### src/rtl/alu_shift_pkg.sv
`default_nettype none
// ============================================================================
// Module      : alu_shift_pkg
// Description : Shared op encodings and FSM state type for the sequential
//               shift/rotate ALU unit.
// Revision    : 1.0 - initial release
// ============================================================================
package alu_shift_pkg;

    localparam logic [2:0] OP_SHL = 3'b000;
    localparam logic [2:0] OP_SHR = 3'b001;
    localparam logic [2:0] OP_SAR = 3'b010;
    localparam logic [2:0] OP_ROL = 3'b011;
    localparam logic [2:0] OP_ROR = 3'b100;

    typedef enum logic [1:0] {
        ST_IDLE  = 2'd0,
        ST_SHIFT = 2'd1,
        ST_DONE  = 2'd2
    } state_t;

endpackage : alu_shift_pkg
`default_nettype wire

### src/rtl/alu_shift_step.sv
`default_nettype none
// ============================================================================
// Module      : alu_shift_step
// Description : Combinational single-position shift/rotate step. Produces
//               the next working value and the bit moved out of it.
// Revision    : 1.0 - initial release
// ============================================================================
module alu_shift_step
    import alu_shift_pkg::*;
#(
    parameter int N = 3
) (
    input  logic [N-1:0] r,
    input  logic [2:0]   op,
    output logic [N-1:0] r_nxt,
    output logic         carry_out
);

    // One-position move selected by op; pass-through ops leave r unchanged
    always_comb begin
        r_nxt     = r;
        carry_out = 1'b0;
        case (op)
            OP_SHL: begin
                r_nxt     = {r[N-2:0], 1'b0};
                carry_out = r[N-1];
            end
            OP_SHR: begin
                r_nxt     = {1'b0, r[N-1:1]};
                carry_out = r[0];
            end
            OP_SAR: begin
                r_nxt     = {r[N-1], r[N-1:1]};
                carry_out = r[0];
            end
            OP_ROL: begin
                r_nxt     = {r[N-2:0], r[N-1]};
                carry_out = r[N-1];
            end
            OP_ROR: begin
                r_nxt     = {r[0], r[N-1:1]};
                carry_out = r[0];
            end
            default: begin
                r_nxt     = r;
                carry_out = 1'b0;
            end
        endcase
    end

endmodule : alu_shift_step
`default_nettype wire

### src/rtl/alu_shift_seq_nbit.sv
`default_nettype none
// ============================================================================
// Module      : alu_shift_seq_nbit
// Description : Iterative N-bit shift/rotate unit with carry/zero flags and a
//               start/busy/done handshake. One bit position per clock.
// Revision    : 1.0 - initial release
// ============================================================================
module alu_shift_seq_nbit
    import alu_shift_pkg::*;
#(
    parameter int N = 3
) (
    input  logic         clk,
    input  logic         rst,
    input  logic         start,
    input  logic [2:0]   op,
    input  logic [N-1:0] A,
    input  logic [N-1:0] B,
    output logic [N-1:0] R,
    output logic         carry,
    output logic         zero,
    output logic         busy,
    output logic         done
);

    // Shift amount width; wide enough to hold N and rotate counts up to 2N-1
    localparam int SW = $clog2(N) + 1;
    localparam logic [SW-1:0] c_max_shift = SW'(N);

    state_t        r_state;
    state_t        w_state_nxt;
    logic [N-1:0]  r_work;
    logic [2:0]    r_op;
    logic [SW-1:0] r_cnt;
    logic          r_carry;

    logic [SW-1:0] w_k;
    logic [SW-1:0] w_eff_cnt;
    logic          w_accept;
    logic [N-1:0]  w_step_r;
    logic          w_step_c;

    // Shift amount taken from the low bits of B, zero-extended for narrow B
    generate
        if (N >= SW) begin : g_k_slice
            assign w_k = B[SW-1:0];
        end else begin : g_k_zext
            assign w_k = {{(SW-N){1'b0}}, B};
        end
    endgenerate

    // Shifts saturate at N (same result as a full shift); rotates run k steps
    always_comb begin
        w_eff_cnt = '0;
        case (op)
            OP_SHL, OP_SHR, OP_SAR: w_eff_cnt = (w_k > c_max_shift) ? c_max_shift : w_k;
            OP_ROL, OP_ROR:         w_eff_cnt = w_k;
            default:                w_eff_cnt = '0;
        endcase
    end

    // A new request is taken whenever no shift is in flight, including DONE
    assign w_accept = start && (r_state != ST_SHIFT);

    alu_shift_step #(
        .N (N)
    ) u_step (
        .r         (r_work),
        .op        (r_op),
        .r_nxt     (w_step_r),
        .carry_out (w_step_c)
    );

    // FSM state register
    always_ff @(posedge clk or posedge rst) begin
        if (rst) begin
            r_state <= ST_IDLE;
        end else begin
            r_state <= w_state_nxt;
        end
    end

    // FSM next-state: zero-count requests skip SHIFT and land in DONE
    always_comb begin
        w_state_nxt = r_state;
        case (r_state)
            ST_IDLE, ST_DONE: begin
                if (start) begin
                    w_state_nxt = (w_eff_cnt == '0) ? ST_DONE : ST_SHIFT;
                end else begin
                    w_state_nxt = ST_IDLE;
                end
            end
            ST_SHIFT: begin
                if (r_cnt == SW'(1)) begin
                    w_state_nxt = ST_DONE;
                end
            end
            default: w_state_nxt = ST_IDLE;
        endcase
    end

    // Datapath: capture operands on accept, then one step per SHIFT cycle
    always_ff @(posedge clk or posedge rst) begin
        if (rst) begin
            r_work  <= '0;
            r_op    <= OP_SHL;
            r_cnt   <= '0;
            r_carry <= 1'b0;
        end else if (w_accept) begin
            r_work  <= A;
            r_op    <= op;
            r_cnt   <= w_eff_cnt;
            r_carry <= 1'b0;
        end else if (r_state == ST_SHIFT) begin
            r_work  <= w_step_r;
            r_carry <= w_step_c;
            r_cnt   <= r_cnt - SW'(1);
        end
    end

    assign R     = r_work;
    assign carry = r_carry;
    assign zero  = (r_work == '0);
    assign busy  = (r_state == ST_SHIFT);
    assign done  = (r_state == ST_DONE);

endmodule : alu_shift_seq_nbit
`default_nettype wire

### config.mk
export PLATFORM = sky130hd
export DESIGN_NAME = alu_shift_seq_nbit
export DESIGN_NICKNAME = d
export VERILOG_FILES = /design/src/rtl/alu_shift_pkg.sv /design/src/rtl/alu_shift_step.sv /design/src/rtl/alu_shift_seq_nbit.sv
export SDC_FILE = /design/constraint.sdc
export NUM_CORES = 1
export LEC_CHECK = 0
export ABC_AREA = 0
export CORE_UTILIZATION = 45
export DETAILED_ROUTE_END_ITERATION = 10
export GPL_ROUTABILITY_DRIVEN = 0
export PLACE_DENSITY = 0.85
export SYNTH_ARGS = -nofsm -noshare
export SYNTH_HDL_FRONTEND = slang
export SYNTH_SLANG_ARGS = --single-unit
### constraint.sdc
create_clock -name clk -period 1.41 [get_ports clk]
set_input_delay 0.141 -clock clk [delete_from_list [all_inputs] [get_ports clk]]
set_output_delay 0.141 -clock clk [all_outputs]
set_load 0.005 [all_outputs]
==> impl_metrics.ini, run 1 <==
[routing]
drc_errors = 0
first_iter_violations = 35
wl_um = 1990
wire_per_inst_um = 13.8
num_vias = 810
vias_per_cell = 5.63
first_pass_iters = 4
detail-route-antenna-nets = 0

[cts]
cts_htree_levels = 1
cts_hold_buf = 0
cts.clk_slew.worst_paths_ns = 0.08
clk_latency_ns = 0.28
cts-buffers-inserted = 3
root_buffer = clkbuf_4
clockBufferDepth = 2
clock_sink_count = 12
tritoncts = built

[die]
rows = 15
die_w_um = 44.8
die_area_um2 = 2000
initial_core_util_pct = 47.7
chipHeight_um = 44.8
ios = 19
coreArea_um2 = 1730

[sta]
worst_pin_slew_ns = 0.478
relSlewSlack_pct = 68.1
drv_slew = 0
finalSetupViolCount = 0
hold_viol_final = 0
timing.final.crit_share_pct = 96.5
fin_skew_ns = 0.00262
fmax_mhz = 735
final.min_clock_period_ns = 1.36

[cells_and_area]
diodes = 0
drive_above_1_share_pct = 22.7
areaGrowthSynthToFinish_pct = 39.1
stdcell_count = 144
fin_area_um2 = 1140
final_nets = 134

[synthesis]
ys_seq_area_share_pct = 36.5
syn_area_um2 = 823
synth_warnings = 0
syn_inst = 89
synthFlopType = dfrtp_1
synth_fp_nets = 103
syn_area_per_cell_um2 = 9.25
yosys.area.top_type_share_pct = 36.5
yosysMostFrequentCell = dfrtp_1
synth_edf_count = 0
synth_cell_type_count = 37
asyncSetResetFlopFracSynth_pct = 100
yosys-top-cells-area = dfrtp_1, a21oi_1, o21ai_0
ys_top_cells_by_count = dfrtp_1, a21oi_1, inv_1, o21ai_0
synth_top_area_cell = dfrtp_1
ys_ff_latch = 12

[power_and_ir_drop]
clock_power_share_pct = 11.7
comb_power_share_pct = 58.3
p_leak_uw = 0.000521
sw_frac_of_total_pct = 40.0
p_seq_share_pct = 30.0
p_int_uw = 1470
peakVddDrop_mv = 1.08
p_per_area_nw_per_um2 = 2130
netSwitchingPower_uw = 977

[setup_path]
cp.required_ns = 1.27
worstReg2RegStart = r_op[0]
critPathLaunch = R[2]
reg2regPathDepth = 4
setup.worst_path.end = zero
r2r_slack_ns = 0.08
worstPathArrival_ns = 1.22
worstPathMaxFanout = 2
r2r-end = R[0]
startpoint_type = flop
critical_path_class = flop to primary output
crit_path_end_kind = primary output

[global_route]
track_usage_pct = 22.2
grt_pass1_vias = 721
grt_pass1_wl_um = 3080
overflow = 0
antenna_found_initial = 0
grt_max_degree = 13

[placed_design]
place_hpwl_um = 1420
post_dp_cell_area_um2 = 1040
placed_cells = 133
port_buffers = 18

[min_path]
hold_path_class = input pin to async pin

[status]
status = finished, final reports clean

[flow_run]
maxCapViolations = 0
-- worst min-delay path by stage --
stage               startpoint  endpoint  slack, ns
finish                     rst      R[2]       0.16
global route               rst  r_cnt[0]       0.23
CTS                        rst      R[0]       0.18
detailed placement    r_cnt[2]  r_cnt[2]       0.48
global placement           rst      R[2]       0.48
floorplan                  rst      R[0]      0.006
-- sequential cells by signal, summed over array words and instances, names as in the netlist --
register,cells
R,3
r_cnt,3
carry,1
r_op,3
r_state,2
-- stage by stage --
step                      setup slack (ns)  power [uW]  util, %  setup TNS (ns)  hold slack [ns]
after floorplan                      0.130        1580        -               0          0.00570
after global placement            0.000829        1910     60.2               0            0.478
after detailed placement          -0.00690        1970     60.2        -0.00690            0.481
after CTS                          0.00404        2410     65.7               0            0.178
after global routing              -0.00578        2600     66.3        -0.00578            0.226
final                               0.0495        2440     66.3               0            0.165
-- worst max-delay path, stage by stage (launching register included) --
cell,delay (ns)
dfrtp_2,0.41
buf_4,0.13
nor3_1,0.14
dlygate4sd2_1,0.26
-- logic make-up (layout without fill, tap and decap cells) --
group	after synthesis	in the layout	share of synthesized area, %
AOI/OAI and AO/OA	34	34	27.1
xor gates and xnor gates	2	2	2.13
adders and majority gates	3	3	4.25
buffers and inverters	13	43	9.42
DFF	12	12	36.5
muxes	5	5	7.60
and+or+nand+nor	20	20	13.1
-- timing repair --
action | in CTS | in global routing
gates cloned | 0 | 0
buffers inserted | 7 | 0
gates resized for setup | 9 | 2
endpoints found under the setup margin | 6 | 2
-- metal layers --
metal	global-route usage, %	share of wire (%)
met1	27.3	40
met2	36.8	50
met3	3.60	7.1
met4	12.7	2.4
met5	0	0
-- power by group through the flow --
stage | Clock [uW] | Combinational, uW | Sequential, uW
after floorplan | 0 | 932 | 645
after global placement | 0 | 1170 | 736
after detailed placement | 0 | 1210 | 756
after CTS | 293 | 1400 | 717
after global routing | 302 | 1530 | 760
final | 286 | 1420 | 733
-- layout make-up --
type / count / area, um^2
sequential: 12 / 302
clock buffer: 4 / 36.3
inverter: 8 / 37.5
fill: 158 / 582
tap: 25 / 31.3
timing repair buffer: 31 / 278
multi-input combinational: 64 / 460
-- cell usage in the layout, fill, tap and decap left out, drive strengths merged, types with 5 or more instances in the layout --
| master | count |
|---|---|
| a21oi | 9 |
| buf | 13 |
| clkdlybuf4s50 | 12 |
| dfrtp | 12 |
| dlygate4sd2 | 5 |
| inv | 8 |
| nand2 | 5 |
| o21ai | 6 |
No activity file was read; power rests on OpenSTA's default activity.
==> run 2: changes to the inputs <==
--- a/config.mk
+++ b/config.mk
@@ -10,6 +10,7 @@
 export DETAILED_ROUTE_END_ITERATION = 10
 export GPL_ROUTABILITY_DRIVEN = 0
 export PLACE_DENSITY = 0.85
+export REMOVE_ABC_BUFFERS = 1
 export SYNTH_ARGS = -nofsm -noshare
 export SYNTH_HDL_FRONTEND = slang
 export SYNTH_SLANG_ARGS = --single-unit
==> impl_metrics.ini, run 2 (synthesized netlist as in run 1, its figures left out) <==
[setup_path]
critical_path_class = flop to primary output
max_stage_delay_ns = 0.51
r2r_slack_ns = 0.07
reg2regPathDepth = 4
path_cells = clkdlybuf4s50_1
crit_family = buffers and inverters
worstPathMaxFanout = 6
crit_path_end_kind = primary output
r2r-end = carry
cp.depth = 1
cp.required_ns = 1.27
worstPathArrival_ns = 1.20
cp_num_buf_inv = 1
critPathSlowestCell = clkdlybuf4s50_1
startpoint_type = flop
worstReg2RegStart = r_op[0]

[sta]
finalSetupViolCount = 0
fmax_mhz = 744
relSlewSlack_pct = 69.4
final.min_clock_period_ns = 1.34
rsz0062_at_grt = no
hold_viol_final = 0
drv_slew = 0
setup_slack_ns = 0.0651
timing.final.crit_share_pct = 95.4
fin_skew_ns = 0.0104
worst_pin_slew_ns = 0.458

[cells_and_area]
areaGrowthSynthToFinish_pct = 33.4
final_nets = 131
mostFrequentLayoutCell = clkdlybuf4s50_1
multiInputGateArea_um2 = 453
diodes = 0
drive_above_1_share_pct = 19.1
layout_common_cells = clkdlybuf4s50_1, dfrtp_1, buf_4
fin_area_um2 = 1100
seqCellArea_um2 = 302
fill_cells = 150

[die]
initial_core_util_pct = 47.7
die_w_um = 44.8
die_area_um2 = 2000
coreArea_um2 = 1730
chipHeight_um = 44.8
rows = 15
ios = 19

[placed_design]
place_hpwl_um = 1370
port_buffers = 18
dpl_worst_slack_ns = 0.00719
post_dp_cell_area_um2 = 1050

[routing]
num_vias = 766
first_iter_violations = 12
wl_um = 1780
drc_errors = 0
vias_per_cell = 5.47
detail-route-antenna-nets = 0
wire_per_inst_um = 12.7
first_pass_iters = 4

[cts]
clk_latency_ns = 0.27
cts_hold_buf = 0
clock_sink_count = 12
cts-buffers-inserted = 3
root_buffer = clkbuf_4
cts.clk_slew.worst_paths_ns = 0.08
tritoncts = built
cts_htree_levels = 1
clockBufferDepth = 2

[global_route]
overflow = 0
grt_pass1_wl_um = 2710
grt_pass1_vias = 667
antenna_found_initial = 0
grt_max_degree = 13
track_usage_pct = 19.0

[power_and_ir_drop]
total_power_uw = 2200
p_leak_uw = 0.000492
p_per_area_nw_per_um2 = 2010
peakVddDrop_mv = 0.928

[flow_run]
maxCapViolations = 0

[status]
status = finished, final reports clean

[min_path]
hold_path_class = input pin to async pin
## run 2: worst reg2reg max path, delay by kind of cell, from the launching register on
family | cells | cell delay, ns
AOI/OAI and AO/OA | 1 | 0.07
xor gates and xnor gates | 1 | 0.31
DFF | 1 | 0.48
muxes | 1 | 0.21
and+or+nand+nor | 1 | 0.14
## run 2: per-layer routing
| layer | share of wire, % | wire length [um] | GRT usage [%] | vias up |
|---|---|---|---|---|
| met4 | 1.3 | 23 | 10.3 | 0 |
| met3 | 4.4 | 79 | 4.40 | 3 |
| li1 | - | - | - | 381 |
| met5 | 0 | 0 | 0 | - |
| met2 | 48 | 850 | 30.3 | 19 |
| met1 | 46 | 827 | 23.9 | 363 |
## run 2: stage by stage
stage	util, %	hold slack (ns)	TNS, ns	std cells
2_1_floorplan	-	0.00570	-0.00289	84
3_3_place_gp	61.1	0.472	0	135
3_5_place_dp	61.1	0.476	0	135
4_1_cts	63.5	0.189	0	140
5_1_grt	63.6	0.220	0	140
6_report	63.6	0.173	0	140
## run 2: final cells by class
type,instances,area share [%]
sequential,12,27.4
inverter,8,3.42
multi-input combinational,64,41.2
tap,25,2.85
timing repair buffer,28,23.0
clock buffer,3,2.05
## run 2: worst max-delay path by stage
stage | end | startpoint
after floorplan | R[0] | r_state[1]
after global placement | r_op[2] | start
after detailed placement | busy | r_state[1]
after CTS | R[1] | R[1]
after global routing | carry | r_op[0]
final | R[2] | R[2]
## run 2: timing repair
item / in CTS / in global routing
gates resized for setup: 7 / 1
cloned: 0 / 0
hold endpoints to repair: 0 / 0
pin swaps: 0 / 0
setup endpoints to repair: 4 / 1
setup buffers: 2 / 0
## run 2: report_power, final
group	leakage, uW	internal [uW]	switching [uW]
Sequential	0.000142	519	216
Combinational	0.000336	691	572
Clock	0.0000138	98.8	106
==> run 3: changes to the inputs <==
--- a/config.mk
+++ b/config.mk
@@ -6,10 +6,10 @@
 export NUM_CORES = 1
 export LEC_CHECK = 0
 export ABC_AREA = 0
-export CORE_UTILIZATION = 45
+export CORE_UTILIZATION = 48
 export DETAILED_ROUTE_END_ITERATION = 10
 export GPL_ROUTABILITY_DRIVEN = 0
-export PLACE_DENSITY = 0.85
+export PLACE_DENSITY = 0.89
 export REMOVE_ABC_BUFFERS = 1
 export SYNTH_ARGS = -nofsm -noshare
 export SYNTH_HDL_FRONTEND = slang
==> impl_metrics.ini, run 3 (synthesized netlist as in run 1, its figures left out) <==
[status]
status = finished, violations left
violations = DRC

[cells_and_area]
areaGrowthSynthToFinish_pct = 36.5
layout_common_cells = clkdlybuf4s50_1, buf_4, dfrtp_1
diodes = 0
fill_cells = 100
mostFrequentLayoutCell = clkdlybuf4s50_1
final_nets = 133
stdcell_count = 134
fin_area_um2 = 1120
drive_above_1_share_pct = 22.0

[flow_run]
maxCapViolations = 0

[routing]
vias_per_cell = 5.87
num_vias = 787
first_iter_violations = 29
drc_errors = 4
first_pass_iters = 8
wire_per_inst_um = 15.1
wl_um = 2020
detail-route-antenna-nets = 0

[die]
initial_core_util_pct = 52.8
die_w_um = 43.4
chipHeight_um = 43.4
ios = 19
die_area_um2 = 1880
rows = 14
coreArea_um2 = 1560

[setup_path]
crit_path_end_kind = primary output
worstPathArrival_ns = 1.23
worstPathMaxFanout = 2
startpoint_type = flop
critical_path_class = flop to primary output
cp.required_ns = 1.27

[cts]
cts_htree_levels = 1
cts-buffers-inserted = 3
cts.clk_slew.worst_paths_ns = 0.08
clock_sink_count = 12
clockBufferDepth = 2
root_buffer = clkbuf_4
clk_latency_ns = 0.28
tritoncts = built

[sta]
relSlewSlack_pct = 68.8
hold_viol_final = 0
drv_slew = 0
finalSetupViolCount = 0
hold_slack_ns = 0.165
fin_skew_ns = 0.000411
timing.final.crit_share_pct = 97.3
fmax_mhz = 729
rsz0062_at_grt = no
final.min_clock_period_ns = 1.37
setup_tns_ns = 0
setup_slack_ns = 0.0385
worst_pin_slew_ns = 0.467

[global_route]
antenna_found_initial = 0
grt_pass1_wl_um = 3310
track_usage_pct = 23.9
grt_pass1_vias = 725
overflow = 0
grt_max_degree = 13

[placed_design]
port_buffers = 18
placed_cells = 126
dpl_worst_slack_ns = -0.00429
post_dp_cell_area_um2 = 1040
place_hpwl_um = 1430

[power_and_ir_drop]
p_per_area_nw_per_um2 = 2140
peakVddDrop_mv = 0.890
p_leak_uw = 0.000513

[min_path]
hold_path_class = input pin to async pin
-- run 3: final timing paths --
check	start	endpoint	slack [ns]	cells after the start
setup / recovery	R[1]	zero	0.04	3
hold / removal	rst	carry	0.16	2
setup reg to reg	r_op[0]	R[0]	0.08	4
hold reg to reg	r_cnt[2]	r_cnt[2]	0.52	1
max in group asynchronous	rst	r_state[0]	0.90	2
min in group clk	A[1]	R[1]	0.46	3
-- run 3: stage by stage --
stage | total power (uW) | utilization (%)
2_1_floorplan | 1480 | -
3_3_place_gp | 1920 | 66.9
3_5_place_dp | 1980 | 66.9
4_1_cts | 2320 | 70.9
5_1_grt | 2550 | 72.1
6_report | 2400 | 72.1
-- run 3: per-layer routing --
layer  global-route usage [%]  up-vias  wire (um)
li1                         -      383          -
met1                     31.5      366        867
met2                     40.0       35       1050
met3                     2.92        3         82
met4                     9.38        0         19
met5                        0        -          0
-- run 3: power breakdown --
part	internal [uW]	switching [uW]	total, uW	leakage (uW)
combinational	760	623	1380	0.000351
sequential	518	213	731	0.000142
clock	157	129	286	0.0000210
total	1440	965	2400	0.000513
-- run 3: worst max-delay path, stage by stage (launching register included) --
cell           delay [ns]
dfrtp_1              0.38
buf_4                0.13
nor3_1               0.16
dlygate4sd2_1        0.28
-- run 3: area by class of cell --
cell class / count / area, um^2 / area share [%]
clock buffer: 4 / 36.3 / 3.23
tap: 16 / 20.0 / 1.78
timing repair buffer: 30 / 268 / 23.8
multi-input combinational: 64 / 460 / 41.0
inverter: 8 / 37.5 / 3.34
sequential: 12 / 302 / 26.8
-- run 3: repair_timing --
item / 4_1_cts / 5_1_grt
hold endpoints to repair: 0 / 0
hold buffers: 0 / 0
gates resized for setup: 7 / 2
buffers inserted: 3 / 1
setup endpoints to repair: 5 / 2
